File: src/rtl/hft_pkg.sv
// Shared constants, FSM state encoding and tick-word field helpers for the order path.
package hft_pkg;

  localparam int PRICE_W    = 14;
  localparam int ID_W       = 2;
  localparam int NUM_STOCKS = 4;
  localparam int TICK_W     = ID_W + PRICE_W;

  typedef enum logic [1:0] {
    S_IDLE     = 2'd0,
    S_ISSUE    = 2'd1,
    S_COOLDOWN = 2'd2
  } state_e;

  function automatic logic [ID_W-1:0] tick_id(input logic [TICK_W-1:0] tick);
    return tick[TICK_W-1:PRICE_W];
  endfunction

  function automatic logic [PRICE_W-1:0] tick_price(input logic [TICK_W-1:0] tick);
    return tick[PRICE_W-1:0];
  endfunction

endpackage

File: src/rtl/order_manager_if.sv
// Market tick input plus order valid/ready channel between strategy and exchange.
interface order_manager_if;
  import hft_pkg::*;

  logic                tick_valid;
  logic [TICK_W-1:0]   tick_data;
  logic                buy_sig;
  logic                sell_sig;
  logic                order_valid;
  logic                order_ready;
  logic                order_side;
  logic [ID_W-1:0]     order_stock;
  logic [PRICE_W-1:0]  order_price;

  // master: the order manager, which consumes ticks and issues orders
  modport master (
    input  tick_valid, tick_data, buy_sig, sell_sig, order_ready,
    output order_valid, order_side, order_stock, order_price
  );

  modport slave (
    output tick_valid, tick_data, buy_sig, sell_sig, order_ready,
    input  order_valid, order_side, order_stock, order_price
  );

endinterface

File: src/rtl/sat_add_signed.sv
// Signed adder of width W that clamps to the most positive/negative value on overflow.
module sat_add_signed #(
  parameter int W = 16
) (
  input  logic signed [W-1:0] a_i,
  input  logic signed [W-1:0] b_i,
  output logic signed [W-1:0] sum_o
);

  logic signed [W:0] full_s;

  // Add one bit wider, then clamp when the two top bits disagree
  always_comb begin
    full_s = $signed({a_i[W-1], a_i}) + $signed({b_i[W-1], b_i});
    if (full_s[W] != full_s[W-1]) begin
      sum_o = full_s[W] ? {1'b1, {(W-1){1'b0}}} : {1'b0, {(W-1){1'b1}}};
    end else begin
      sum_o = full_s[W-1:0];
    end
  end

endmodule

File: src/rtl/order_manager.sv
// Converts voted buy/sell ticks into single-lot orders, tracking per-stock position,
// entry prices, saturating realized P&L and a saturating count of dropped opportunities.
module order_manager
  import hft_pkg::*;
#(
  parameter int COOLDOWN = 4,
  parameter int TIMEOUT  = 16,
  parameter int PNL_W    = 16
) (
  input  logic                    clk,
  input  logic                    rst,
  input  logic                    enable,
  order_manager_if.master         bus,
  output logic [NUM_STOCKS-1:0]   position,
  output logic signed [PNL_W-1:0] realized_pnl,
  output logic                    busy,
  output logic [7:0]              drop_count
);

  localparam int DIFF_W = PRICE_W + 1;

  state_e                    state_q;
  logic [7:0]                cnt_q;
  logic                      valid_q;
  logic                      side_q;
  logic [ID_W-1:0]           stock_q;
  logic [PRICE_W-1:0]        price_q;
  logic [NUM_STOCKS-1:0]     pos_q;
  logic [PRICE_W-1:0]        entry_q [NUM_STOCKS];
  logic signed [PNL_W-1:0]   pnl_q;
  logic [7:0]                drop_q;
  logic [7:0]                drop_d;

  logic [ID_W-1:0]           tick_id_s;
  logic [PRICE_W-1:0]        tick_price_s;
  logic                      qualify_s;
  logic                      timeout_s;
  logic [1:0]                drop_inc_s;
  logic [8:0]                drop_sum_s;
  logic signed [DIFF_W-1:0]  diff_s;
  logic signed [PNL_W-1:0]   diff_ext_s;
  logic signed [PNL_W-1:0]   pnl_sum_s;

  assign tick_id_s    = tick_id(bus.tick_data);
  assign tick_price_s = tick_price(bus.tick_data);

  // Opportunity test against the position as it stands before this cycle's fill
  assign qualify_s = bus.tick_valid & enable &
                     ((bus.buy_sig & ~bus.sell_sig & ~pos_q[tick_id_s]) |
                      (bus.sell_sig & ~bus.buy_sig & pos_q[tick_id_s]));

  assign timeout_s = (state_q == S_ISSUE) & ~bus.order_ready & (cnt_q == 8'(TIMEOUT - 1));

  assign diff_s     = $signed({1'b0, price_q}) - $signed({1'b0, entry_q[stock_q]});
  assign diff_ext_s = {{(PNL_W-DIFF_W){diff_s[DIFF_W-1]}}, diff_s};

  sat_add_signed #(.W(PNL_W)) u_pnl_add (
    .a_i   (pnl_q),
    .b_i   (diff_ext_s),
    .sum_o (pnl_sum_s)
  );

  // A busy-state tick drop and a timeout can coincide, so the increment may be two
  always_comb begin
    drop_inc_s = {1'b0, (state_q != S_IDLE) & qualify_s} + {1'b0, timeout_s};
    drop_sum_s = {1'b0, drop_q} + {7'd0, drop_inc_s};
    if (drop_sum_s[8]) begin
      drop_d = 8'hFF;
    end else begin
      drop_d = drop_sum_s[7:0];
    end
  end

  // Order FSM with position, entry price and P&L bookkeeping
  always_ff @(posedge clk) begin
    if (rst) begin
      state_q <= S_IDLE;
      cnt_q   <= 8'd0;
      valid_q <= 1'b0;
      side_q  <= 1'b0;
      stock_q <= '0;
      price_q <= '0;
      pos_q   <= '0;
      pnl_q   <= '0;
      drop_q  <= 8'd0;
      for (int i = 0; i < NUM_STOCKS; i++) begin
        entry_q[i] <= '0;
      end
    end else begin
      drop_q <= drop_d;
      case (state_q)
        S_IDLE: begin
          if (qualify_s) begin
            side_q  <= bus.buy_sig;
            stock_q <= tick_id_s;
            price_q <= tick_price_s;
            valid_q <= 1'b1;
            cnt_q   <= 8'd0;
            state_q <= S_ISSUE;
          end else begin
            valid_q <= 1'b0;
          end
        end
        S_ISSUE: begin
          if (bus.order_ready) begin
            valid_q <= 1'b0;
            cnt_q   <= 8'd0;
            if (side_q) begin
              pos_q[stock_q]   <= 1'b1;
              entry_q[stock_q] <= price_q;
            end else begin
              pos_q[stock_q] <= 1'b0;
              pnl_q          <= pnl_sum_s;
            end
            state_q <= (COOLDOWN == 0) ? S_IDLE : S_COOLDOWN;
          end else if (timeout_s) begin
            valid_q <= 1'b0;
            state_q <= S_IDLE;
          end else begin
            cnt_q <= cnt_q + 8'd1;
          end
        end
        S_COOLDOWN: begin
          if (cnt_q == 8'(COOLDOWN - 1)) begin
            state_q <= S_IDLE;
          end else begin
            cnt_q <= cnt_q + 8'd1;
          end
        end
        default: begin
          state_q <= S_IDLE;
          valid_q <= 1'b0;
        end
      endcase
    end
  end

  assign bus.order_valid = valid_q;
  assign bus.order_side  = side_q;
  assign bus.order_stock = stock_q;
  assign bus.order_price = price_q;
  assign position        = pos_q;
  assign realized_pnl    = pnl_q;
  assign busy            = (state_q != S_IDLE);
  assign drop_count      = drop_q;

endmodule
File: src/flat_wrapper.sv
// flat-port wrapper written by rule: the top's interface ports become plain ports
module order_manager_flat import hft_pkg::*;
#(
  parameter int COOLDOWN = 4,
  parameter int TIMEOUT  = 16,
  parameter int PNL_W    = 16
)
  (clk, rst, enable, position, realized_pnl, busy, drop_count, bus_tick_valid, bus_tick_data, bus_buy_sig, bus_sell_sig, bus_order_ready, bus_order_valid, bus_order_side, bus_order_stock, bus_order_price);
  order_manager_if bus_i ();
  input  logic clk;
  input  logic rst;
  input  logic enable;
  output logic [NUM_STOCKS-1:0] position;
  output logic signed [PNL_W-1:0] realized_pnl;
  output logic busy;
  output logic [7:0] drop_count;
  input wire logic [$bits(bus_i.tick_valid)-1:0] bus_tick_valid;
  input wire logic [$bits(bus_i.tick_data)-1:0] bus_tick_data;
  input wire logic [$bits(bus_i.buy_sig)-1:0] bus_buy_sig;
  input wire logic [$bits(bus_i.sell_sig)-1:0] bus_sell_sig;
  input wire logic [$bits(bus_i.order_ready)-1:0] bus_order_ready;
  output wire logic [$bits(bus_i.order_valid)-1:0] bus_order_valid;
  output wire logic [$bits(bus_i.order_side)-1:0] bus_order_side;
  output wire logic [$bits(bus_i.order_stock)-1:0] bus_order_stock;
  output wire logic [$bits(bus_i.order_price)-1:0] bus_order_price;
  assign bus_i.tick_valid = bus_tick_valid;
  assign bus_i.tick_data = bus_tick_data;
  assign bus_i.buy_sig = bus_buy_sig;
  assign bus_i.sell_sig = bus_sell_sig;
  assign bus_i.order_ready = bus_order_ready;
  assign bus_order_valid = bus_i.order_valid;
  assign bus_order_side = bus_i.order_side;
  assign bus_order_stock = bus_i.order_stock;
  assign bus_order_price = bus_i.order_price;
  order_manager #(.COOLDOWN(COOLDOWN), .TIMEOUT(TIMEOUT), .PNL_W(PNL_W)) u_core (.clk(clk), .rst(rst), .enable(enable), .bus(bus_i), .position(position), .realized_pnl(realized_pnl), .busy(busy), .drop_count(drop_count));
endmodule
File: config.mk
export PLATFORM = sky130hd
export DESIGN_NAME = order_manager_flat
export DESIGN_NICKNAME = d
export VERILOG_FILES = /design/src/rtl/hft_pkg.sv /design/src/rtl/order_manager_if.sv /design/src/rtl/sat_add_signed.sv /design/src/rtl/order_manager.sv /design/src/flat_wrapper.sv
export SDC_FILE = /design/constraint.sdc
export NUM_CORES = 1
export LEC_CHECK = 0
export CELL_PAD_IN_SITES_DETAIL_PLACEMENT = 2
export CELL_PAD_IN_SITES_GLOBAL_PLACEMENT = 2
export CORE_MARGIN = 3
export CORE_UTILIZATION = 33
export CTS_CLUSTER_SIZE = 24
export DETAILED_ROUTE_END_ITERATION = 6
export GPL_TIMING_DRIVEN = 0
export PLACE_DENSITY_LB_ADDON = 0.1
export SLEW_MARGIN = 15
export SYNTH_ARGS = -nofsm -noshare
export SYNTH_HDL_FRONTEND = slang
export SYNTH_SLANG_ARGS = --single-unit
File: constraint.sdc
create_clock -name clk -period 5 [get_ports clk]
set_input_delay 1 -clock clk [delete_from_list [all_inputs] [get_ports clk]]
set_output_delay 1 -clock clk [all_outputs]
set_load 0.01 [all_outputs]
After elaboration in Yosys (flattened, before gate mapping)
Memory sizes are Yosys's and may differ from the RTL's. A register that Yosys moved wholly into a read port is not among the register bits.
Index checks and enable logic that the tools add are counted.
{"block": "totals", "memories": 1, "reg_bits": 56, "elab_cells": 92, "ramBits": 56, "in_bits": 23}
{"name": "u_core.entry_q", "words": 4, "word_bits": 14, "rd": 1, "rd_clocked_by_memory_dff": 1, "wr": 4, "line_no": "order_manager.sv:29", "text": "logic [PRICE_W-1:0] entry_q [NUM_STOCKS];"}
{"block": "op_classes", "muxes": 34, "n_eq_ne": 10, "bitwise": 19, "n_lt_le_gt_ge": 3, "n_reduce_logical": 11, "addsub": 5}
{"operator": "8-bit 2-to-1 mux", "count": 5}
{"operator": "16-bit 2-to-1 mux", "count": 2}
{"operator": "8-bit case mux with 3 select lines", "count": 1}
{"operator": "16-bit by 15-bit adder with 17-bit output", "count": 1}
{"operator": "14-bit by 14-bit subtractor with 15-bit output", "count": 1}
{"operator": "14-bit 2-to-1 mux", "count": 1}
{"operator": "2-bit 2-to-1 mux", "count": 7}
{"operator": "14-bit OR reduction", "count": 1}
{"operator": "1-bit 2-to-1 mux", "count": 13}
{"operator": "8-bit by 2-bit adder with 9-bit output", "count": 1}
{"operator": "1-bit bitwise AND", "count": 9}
{"operator": "8-bit by 1-bit adder with 8-bit output, second input constant", "count": 1}
{"operator": "8-bit by 2-bit == test with 1-bit output, second input constant", "count": 1}
{"operator": "8-bit by 4-bit == test with 1-bit output, second input constant", "count": 1}
{"operator": "2-bit by 3-bit less-than comparator with 1-bit output, second input constant", "count": 2}
{"operator": "1-bit NOT", "count": 6}
{"operator": "2-bit case mux with 3 select lines", "count": 1}
{"operator": "2-bit AND reduction", "count": 3}
{"operator": "3-bit AND reduction", "count": 2}
{"operator": "4-bit bitwise AND", "count": 1}
{"operator": "4-bit 2-to-1 mux", "count": 1}
{"operator": "2-bit by 1-bit != test with 1-bit output, second input constant", "count": 2}
{"operator": "4-bit NOT", "count": 1}
{"operator": "4-bit bitwise OR", "count": 1}
{"operator": "17 further kinds", "count": 17}

Depth between registers and ports, before layout
{"block": "depth", "word_depth": 10, "depth_mapped": 24, "depth_no_buf": 20}

By module
A second synthesis with hierarchy kept.
{"block": "hier_totals", "hier_cells": 708, "area_unflattened_um2": 6814.0}
{"module": "order_manager", "area_each_um2": 5449.0, "n_inst": 1, "cells_per_inst": 523}
{"module": "sat_add_signed", "area_each_um2": 1365.1, "n_inst": 1, "cells_per_inst": 185}

Least setup slack after synthesis
Ideal clock, no wire load.
{"block": "synth_path", "kind": "reg2reg", "startpoint": "register (tool-made name)", "endpoint": "register u_core.pnl_q[10] (netlist: u_core.realized_pnl[10])", "setup_time_ns": 0.080, "period_less_slack_ns": 5.170, "stages_incl_launch_ff": 25, "t_arrival_ns": 5.090, "slack_ns": -0.170, "path_cell_list": "dfxtp_1 > clkbuf_1 > buf_1 > mux4_2 > inv_1 > ha_1 > nor2b_1 > o21ai_0 > a21boi_0 > o21ai_0 > and2_1 > o21bai_1 > a21oi_1 > xnor2_1 > ha_1 > a21oi_1 > o21ai_0 > a31oi_2 > o21ai_2 > nand2_1 > a311o_1 > buf_6 > buf_8 > maj3_2 > a211oi_2"}
{"element": "to (signal assigned)", "line_no": "order_manager.sv:113", "text": "pnl_q <= pnl_sum_s;"}
{"element": "to (decl)", "line_no": "order_manager.sv:30", "text": "logic signed [PNL_W-1:0] pnl_q;"}

==> metrics.md <==
| Metric | Value |
|---|---|
| Multi-input gate area | about 3200 µm² |
| CP Max Fanout | 10 |
| Vias in the first global route | 5621 |
| Share of layout cells above drive strength 1 | around 16% |
| Total clock sinks | 114 |
| Clock Skews | 10.95 ps |
| Hold depth | 2 |
| Final nets | about 780 |
| H-tree levels | 4 |
| Via count | 4958 |
| CORE AREA | between 15000 and 20000 µm² |
| Final TNS setup | 0 ps |
| Cell variety after synth | 57 |
| Clk_lat worst skew | around 430 ps |
| Mapped Area | between 6000 and 7000 µm² |
| Reg2reg path depth | 19 |
| Area growth syn-to-layout | 28.43% |
| Final number of setup-violating endpoints | 0 |
| Non-Filler Instances | 957 |
| Slew at the pin closest to its max-slew limit | 928.7 ps |
| Die Wd | 143.4 µm |
| Crit Reg-Reg Endpoint | u_core.realized_pnl[2] |
| Starting Density | 34.11% |
| Placement Setup Slack | -940.3 ps |
| Worst EP required | 5340 ps |
| Clock root cell | clkbuf_16 |
| Critical path arrival | slightly above 5000 ps |
| CTS buffer count | 17 |
| Status | completed |
| Grt ovf | 0 |
| Reg area | approximately 2800 µm² |
| Max clock buf depth | 2 |
| IO buf count | 68 |
| Final GP Congestion | 0.7883 |
| Iteration-0 DRC Markers | between 200 and 250 |
| Final ANT Viol Nets | 0 |
| Row cnt | between 40 and 50 |
| DP HPWL | 14.37 mm |
| Pins Over Slew Limit | 0 |
| Clock transition at path regs | 60 ps |
| GRT Overall Usage | between 20% and 30% |
| Maximum vdd drop | 227.7 µV |
| Power Dens Cells | between 300 and 400 nW/µm² |
| Initial antenna violation count | 0 |
| Design Power | 2.525 mW |
| Mapped Cells | 615 |
| Most used DFF post-synth | dfxtp_1 |
| DP Cell Count | 912 |
| DR pass1 iterations | 5 |
| Full die area | 20570 µm² |
| Drt via density | 5.181 |
| Count of max-cap constraint violations | 0 |
| Sequential fraction of the synthesis area | ~46% |
| Number of synthesized flops with an enable pin | 56 |
| Leak Pwr | 3.069 nW |
| Wire per inst | 21.07 µm |
| Post-Syn Nets | 677 |
| Max Clk Rate | 211.4 MHz |
| # diodes | 0 |
| Min cycle time layout | 4731 ps |
| Num ports | 70 |
| Worst Hold Slack | 495.7 ps |
| Detailed Route WL | 20.17 mm |
| Rel. slew slack | 38.09% |
| Largest net degree at the start of global routing | 17 |
| Final Worst Setup Slack | 268.7 ps |
| Synth Warn # | 0 |
| Final hold vios | 0 |
| Mean Syn Cell Area | 10.13 µm² |
| First-pass GRT wire length | 31.84 mm |
| CP Launch Type | register |
| Final worst-path cycle share | between 90% and 100% |
| Synth async-reset ratio | 0% |
| Kind of critical path | reg2reg |
| Filler cells | 1917 |
| Synthesized flop and latch total | 114 |
| CTS tree | built |
| CP endpoint kind | register |
| FF-to-FF setup slack | 270 ps |
| DR DRC count | 0 |
| DIE HEIGHT | 143.4 µm |
| Hold Path Class | reg2reg |
kinds of logic (layout without fill, tap and decap cells):
group                    after synthesis  in the layout  synth area share, %
adder cells (fa/ha/maj)               54             54                10.82
XOR/XNOR                              34             34                4.778
AO/OA/AOI/OAI                        111            111                12.13
AND/OR/NAND/NOR                      210            210                14.96
flip-flops                           114            114                45.61
multiplexers                          22             22                6.545
buffers and inverters                 70            183                5.159
cells in the mapped netlist (3+ instances only):
library cell	count	area (µm²)
mux2i_1	7	70.07
a21o_1	7	52.55
xor2_1	18	157.7
nor2_1	87	326.6
clkbuf_1	12	45.04
maj3_2	11	123.9
edfxtp_1	56	1682
o211ai_1	4	30.03
a211oi_2	9	112.6
nor2b_1	4	25.02
ha_1	36	450.4
maj3_1	4	40.04
nor3_1	10	50.05
nand2_1	63	236.5
o21ai_0	14	70.07
fa_1	3	60.06
o21a_1	4	30.03
and3_1	6	37.54
a31oi_1	7	43.79
xnor2_1	16	140.1
inv_1	47	176.4
dfxtp_1	58	1161
nand4_1	5	31.28
a21oi_1	46	230.2
nand2b_1	10	62.56
mux4_2	15	337.8
nand3_1	10	50.05
a211oi_1	8	60.06
through the flow:
| stage | utilization [%] | area (µm²) |
|---|---|---|
| final | 43.81 | 8004 |
| after global routing | 43.81 | 8004 |
| after CTS | 42.86 | 7830 |
| after detailed placement | 39.41 | 7201 |
| after global placement | 39.41 | 7201 |
| after floorplan | - | 6233 |
cells in the final DEF, fill, tap and decap left out, types with 3 or more instances in the layout:
master and count:
nand2b_1 10, and3_1 6, nor2b_1 4, xnor2_1 14
edfxtp_1 56, clkinv_1 3, nor2_1 86, nand2_1 63
ha_1 33, clkbuf_16 17, clkbuf_1 12, a21oi_1 42
o21ai_2 6, xor2_1 17, o21ai_0 8, a21oi_2 4
buf_4 16, nand4_1 5, a211oi_1 8, a211oi_2 9
o211ai_1 4, a21o_1 7, mux2i_1 7, dfxtp_1 56
fa_1 3, inv_1 46, maj3_2 11, nand3_1 10
o21a_1 4, clkdlybuf4s50_1 68, mux4_2 15, nor3_1 9
maj3_1 4, clkinv_4 4, a31oi_1 5
layer usage:
metal	share of wire [%]	wire, µm	GRT usage (%)
met1	44	8923	25.59
met2	51	10280	36.35
met3	3.8	762	4.160
met4	0.98	197	4.559
met5	0	0	0
flip-flops by register name, indices dropped and copies added, names as in the netlist, named ones only:
register                flops
u_core.entry_q             56
u_core.bus.order_valid      1
u_core.cnt_q                8
u_core.drop_count           8
u_core.state_q              2
u_core.bus.order_price     14
u_core.realized_pnl        16
u_core.bus.order_stock      2
u_core.bus.order_side       1
layout make-up:
| cell class | count | area share, % |
|---|---|---|
| Timing Repair Buffer | 82 | 9.817 |
| Tap cell | 229 | 3.580 |
| Clock buffer | 19 | 5.409 |
| Multi-Input combinational cell | 431 | 39.89 |
| Buffer | 22 | 2.095 |
| Clock inverter | 13 | 1.423 |
| Inverter | 47 | 2.204 |
| Sequential cell | 114 | 35.58 |
worst max-delay path by stage:
stage	end	slack, ps
after floorplan	u_core.realized_pnl[10]	90
after global routing	u_core.realized_pnl[9]	-10
after global placement	u_core.realized_pnl[1]	-790
after CTS	u_core.realized_pnl[14]	4
final	u_core.realized_pnl[2]	270
after detailed placement	u_core.realized_pnl[1]	-940
power breakdown:
group | switching [mW] | internal [mW]
sequential | 0.0152 | 1.00
combinational | 0.190 | 0.170
clock | 0.467 | 0.682
total | 0.672 | 1.85
worst max-delay path: stages, from the launching register on:
cell	delay (ps)
dfxtp_4	390
buf_12	150
mux4_2	490
inv_1	90
ha_1	290
a21o_1	180
a21oi_1	210
nor2b_1	110
or4_1	460
o21ai_2	230
xnor2_1	140
ha_1	380
nand2_1	110
o21ai_2	170
nand2_1	80
a311o_1	360
buf_6	150
buf_8	150
maj3_2	310
a211oi_2	210
repair_timing:
item | CTS | global route
hold buffers | 0 | 0
setup endpoints to repair | 16 | 16
buffers inserted | 3 | 11
gates resized for setup | 22 | 20
pin swaps | 5 | 6
Power figures use the tool's default switching activity.
